===== src/rtl/sdram_req_responder.sv =====
// Target side of the 16-bit SDRAM rd/wr/rdy/ack handshake, bridging one halfword
// transfer at a time onto a req/gnt/rvalid memory port with timeout and error flagging.
module sdram_req_responder #(
    parameter int          ADDR_W         = 24,
    parameter int          TIMEOUT_CYCLES = 255,
    parameter logic [15:0] TIMEOUT_RDATA  = 16'hDEAD
) (
    input  logic              clk_i,
    input  logic              rst_ni,

    input  logic              sdram_rd_i,
    input  logic              sdram_wr_i,
    output logic              sdram_rdy_o,
    input  logic              sdram_ack_i,
    input  logic [ADDR_W-1:0] sdram_addr_x16_i,
    input  logic [15:0]       sdram_wdata_i,
    input  logic [1:0]        sdram_wmask_i,
    output logic [15:0]       sdram_rdata_o,

    output logic              mem_req_o,
    output logic              mem_we_o,
    output logic [ADDR_W-1:0] mem_addr_o,
    output logic [15:0]       mem_wdata_o,
    output logic [1:0]        mem_be_o,
    input  logic              mem_gnt_i,
    input  logic              mem_rvalid_i,
    input  logic [15:0]       mem_rdata_i,

    output logic              protocol_err_o
);

    localparam int                CNT_W    = $clog2(TIMEOUT_CYCLES + 1);
    localparam logic [CNT_W-1:0]  CNT_MAX  = CNT_W'(TIMEOUT_CYCLES);
    localparam logic [CNT_W-1:0]  CNT_LAST = CNT_W'(TIMEOUT_CYCLES - 1);

    typedef enum logic [1:0] {
        IDLE  = 2'd0,
        REQ   = 2'd1,
        RWAIT = 2'd2,
        DONE  = 2'd3
    } state_t;

    state_t           state;
    logic [CNT_W-1:0] tmo_cnt;
    logic             tmo_hit;
    logic [CNT_W-1:0] tmo_next;

    // Timeout fires on the cycle whose increment would reach TIMEOUT_CYCLES.
    assign tmo_hit  = (tmo_cnt >= CNT_LAST);
    assign tmo_next = (tmo_cnt == CNT_MAX) ? CNT_MAX : tmo_cnt + 1'b1;

    always_ff @(posedge clk_i or negedge rst_ni) begin
        if (!rst_ni) begin
            state          <= IDLE;
            sdram_rdy_o    <= 1'b1;
            sdram_rdata_o  <= 16'h0000;
            mem_req_o      <= 1'b0;
            mem_we_o       <= 1'b0;
            mem_addr_o     <= '0;
            mem_wdata_o    <= 16'h0000;
            mem_be_o       <= 2'b00;
            protocol_err_o <= 1'b0;
            tmo_cnt        <= '0;
        end else begin
            case (state)
                IDLE: begin
                    if (sdram_rd_i || sdram_wr_i) begin
                        state       <= REQ;
                        sdram_rdy_o <= 1'b0;
                        mem_req_o   <= 1'b1;
                        mem_we_o    <= sdram_wr_i;
                        mem_addr_o  <= sdram_addr_x16_i;
                        mem_wdata_o <= sdram_wdata_i;
                        mem_be_o    <= sdram_wr_i ? sdram_wmask_i : 2'b11;
                        tmo_cnt     <= '0;
                        // Simultaneous rd and wr: executed as a write, but flagged.
                        if (sdram_rd_i && sdram_wr_i) begin
                            protocol_err_o <= 1'b1;
                        end
                    end
                end

                REQ: begin
                    tmo_cnt <= tmo_next;
                    if (sdram_ack_i) begin
                        protocol_err_o <= 1'b1;
                    end
                    if (mem_gnt_i) begin
                        mem_req_o <= 1'b0;
                        if (mem_we_o) begin
                            state       <= DONE;
                            sdram_rdy_o <= 1'b1;
                        end else begin
                            state <= RWAIT;
                        end
                    end else if (tmo_hit) begin
                        state          <= DONE;
                        mem_req_o      <= 1'b0;
                        sdram_rdy_o    <= 1'b1;
                        protocol_err_o <= 1'b1;
                        if (!mem_we_o) begin
                            sdram_rdata_o <= TIMEOUT_RDATA;
                        end
                    end
                end

                RWAIT: begin
                    tmo_cnt <= tmo_next;
                    if (sdram_ack_i) begin
                        protocol_err_o <= 1'b1;
                    end
                    if (mem_rvalid_i) begin
                        state         <= DONE;
                        sdram_rdy_o   <= 1'b1;
                        sdram_rdata_o <= mem_rdata_i;
                    end else if (tmo_hit) begin
                        state          <= DONE;
                        sdram_rdy_o    <= 1'b1;
                        sdram_rdata_o  <= TIMEOUT_RDATA;
                        protocol_err_o <= 1'b1;
                    end
                end

                DONE: begin
                    // The still-held rd/wr of the finished request is ignored here.
                    if (sdram_ack_i) begin
                        state <= IDLE;
                    end
                end

                default: begin
                    state       <= IDLE;
                    sdram_rdy_o <= 1'b1;
                    mem_req_o   <= 1'b0;
                end
            endcase
        end
    end

endmodule


===== config.mk =====
export PLATFORM = sky130hd
export DESIGN_NAME = sdram_req_responder
export DESIGN_NICKNAME = d
export VERILOG_FILES = /design/src/rtl/sdram_req_responder.sv
export SDC_FILE = /design/constraint.sdc
export NUM_CORES = 1
export LEC_CHECK = 0
export CAP_MARGIN = 20
export CORE_MARGIN = 3
export CORE_UTILIZATION = 30
export CTS_BUF_LIST = sky130_fd_sc_hd__clkbuf_8
export CTS_CLUSTER_DIAMETER = 120
export DETAILED_ROUTE_END_ITERATION = 10
export PLACE_DENSITY = 0.56
export SLEW_MARGIN = 20
export SYNTH_ARGS = -nofsm -noshare
export SYNTH_HDL_FRONTEND = slang
export SYNTH_SLANG_ARGS = --single-unit

===== constraint.sdc =====
create_clock -name clk_i -period 2.1 [get_ports clk_i]
set_input_delay 0.21 -clock clk_i [delete_from_list [all_inputs] [get_ports clk_i]]
set_output_delay 0.21 -clock clk_i [all_outputs]
set_load 0.005 [all_outputs]

==> reports/qor.yml, run 1 <==
drt:
  vias: 2463
  drt_iter0_markers: 80
  wl_per_cell_um: 14.2
  drt_wl_total_um: 7620
  via_per_inst: 4.60
  first_pass_iters: 4
  final_antenna_net_count: 0
  drc_errors: 0
global_routing:
  use_met3: 0.0329
  top_usage_layer: "met2"
  grt_pass1_vias: 2401
  overflow: 0
  grt_use_met2: 0.198
  grt_use_met1: 0.167
  grt_max_degree: 73
  grt.total_usage: 0.125
  grt_first_pass_wirelength_um: 11700
  antenna_found_initial: 0
setup_path:
  arrival_ns: 2.20
  critPathKind: "reg -> reg"
  critPathRequiredTime_ns: 2.36
  crit_path_end_kind: "register"
  critPathMaxFanout: 10
  start_kind: "register"
die:
  start_util: 0.310
  boundaryPins: 127
  rows: 37
  fp.coreArea_sq_mm: 0.0104
  die_w_um: 109
  fp.dieH_um: 109
  design.die.area_sq_mm: 0.0120
sta:
  relSlewSlack: 0.669
  drv_slew: 0
  fin_crit_sh: 0.926
  final.min_clock_period_ns: 1.94
  fin_tns_setup_ns: 0
  setup_violations: 0
  rsz0062_at_grt: "false"
  worst-slew-pin-transition_ns: 0.494
  fmax_ghz: 0.514
  finalClockSkew_ns: 0.00817
  hold_viol_final: 0
synth:
  yosysWarnings: 0
  syn_avg_cell_area_sq_um: 12.4
  ys_seq_area_frac: 0.562
  syn_area_sq_mm: 0.00321
  synth_ff_type: "dfrtp_1"
  synthCells: 259
  synthArstFlopShare: 1.00
  synth_fp_nets: 331
  ys_types: 41
  synth_enable_flop_cells: 0
  ys_seq_elements: 72
finish:
  final_cell_mix: "clkdlybuf4s50_1 (125), dfrtp_1 (71), mux2_2 (45)"
  stdcell_count: 536
  multi_input_area_sq_mm: 0.00127
  diodes: 0
  final_common_cell: "clkdlybuf4s50_1"
  drive_gt1_frac: 0.203
  regArea_sq_mm: 0.00180
  area_delta_synth_final_pct: 52.0
  final_nets: 467
  fill_cells: 998
worst_hold_path:
  hp-class: "in -> async"
placement:
  hpwlAfterDp_um: 5560
  io_buffers: 126
  dp_cells: 519
  globalplace.congestion: 0.752
clock_network:
  cts_buffers: 9
  postCtsSetupBuffers: 0
  cts.clk_slew.worst_paths_ns: 0.08
  htreeDepth: 3
  clock_latency_ns: 0.34
  cts_num_sinks: 72
  cts_root_buffer: "clkbuf_8"
  cts_tree: "done"
  clock_path_buffers: 2
flow_run:
  drv_cap: 0
status:
  status: "completed"
power_and_ir_drop:
  irDropWorstVdd_uv: 431
  p_leak_uw: 0.00219
  p_per_area_mw_per_mm2: 1310
==> synthesized netlist by cell type (all sizes together) (6+ instances only) <==
master  number  area, sq um
dfrtp       71         1780
mux2        45          507
nor2        21         81.3
inv         20         75.1
mux2i       12          120
o21ai        8         40.0
buf          7         47.5
ha           7         87.6
a21oi        6         33.8
a31oi        6         37.5
and3         6         38.8
nand2        6         22.5
==> state kept, by name (all words and copies together) (netlist names), 2 cells and up <==
name / flops
mem_addr_o: 24
mem_wdata_o: 16
sdram_rdata_o: 16
tmo_cnt: 8
mem_be_o: 2
state: 2
==> worst paths after layout <==
| check | cells after the start | end | start | slack, ns |
|---|---|---|---|---|
| worst max register to register | 7 | sdram_rdata_o[11] | state[0] | 0.16 |
| worst min-delay path | 3 | mem_addr_o[10] | rst_ni | 0.40 |
| min in group clk_i | 3 | sdram_rdata_o[9] | mem_rdata_i[9] | 0.47 |
| worst min register to register | 1 | mem_wdata_o[9] | mem_wdata_o[9] | 0.51 |
| max in group asynchronous | 3 | sdram_rdy_o | rst_ni | 1.34 |
| worst max-delay path | 7 | sdram_rdata_o[11] | state[0] | 0.16 |
==> critical path, stage by stage, from the launching register on <==
cell and delay [ns]:
dfrtp_1 0.44, inv_1 0.11, ha_1 0.31, inv_1 0.11, o22ai_1 0.11, a21oi_4 0.29, buf_4 0.27, mux2i_1 0.21
==> report_power, final <==
group | switching, uW | internal, uW | total (uW)
Sequential | 311 | 1970 | 2280
Combinational | 1120 | 1890 | 3010
Clock | 537 | 585 | 1120
==> per-layer routing <==
layer,vias up,routed length (um),share of wire
met5,-,0,0
met2,61,3660,0.48
met4,0,75,0.0098
li1,1183,-,-
met1,1212,3400,0.45
met3,7,487,0.064
==> per-stage QoR <==
step | cell area, sq um | total power [uW] | worst slack, ns | hold WS [ns] | util
6_report | 4880 | 6410 | 0.156 | 0.399 | 0.471
5_1_grt | 4880 | 6870 | 0.0189 | 0.444 | 0.471
4_1_cts | 4870 | 6510 | 0.0613 | 0.420 | 0.470
3_5_place_dp | 4650 | 5350 | 0.0925 | 0.274 | 0.449
3_3_place_gp | 4650 | 5310 | 0.180 | 0.273 | 0.449
2_1_floorplan | 3210 | 3820 | 0.297 | -0.0856 | -
==> what timing repair did <==
| action | in CTS | in global routing |
|---|---|---|
| hold endpoints to repair | 71 | 0 |
| hold buffers | 1 | 0 |
| setup endpoints to repair | 0 | 12 |
| gates resized for setup | 0 | 3 |
==> layout make-up <==
type | instances | share of cell area
flip-flops and latches | 72 | 0.369
inverters | 20 | 0.0154
clock buffers | 10 | 0.0282
well taps | 136 | 0.0349
multi-input cells | 157 | 0.261
clock inverters | 6 | 0.0138
repair buffers | 135 | 0.277
==> kinds of logic (layout without fill, tap and decap cells) <==
family                   count (synthesis)  after routing  share of synthesized area
flip-flops                              72             72                      0.562
multiplexers                            57             57                      0.195
AND/OR/NAND/NOR                         48             48                     0.0744
AO/OA/AOI/OAI                           45             45                     0.0967
buffers and inverters                   30            171                     0.0448
adder cells (fa/ha/maj)                  7              7                     0.0273
Note: power is estimated with default switching activity, not from simulation.
==> inputs of run 2 (changes only) <==
Settings changed: GPL_ROUTABILITY_DRIVEN from default to 1.
==> results of run 2 <==
The final DEF is identical to that of run 1; final timing and power are the same.
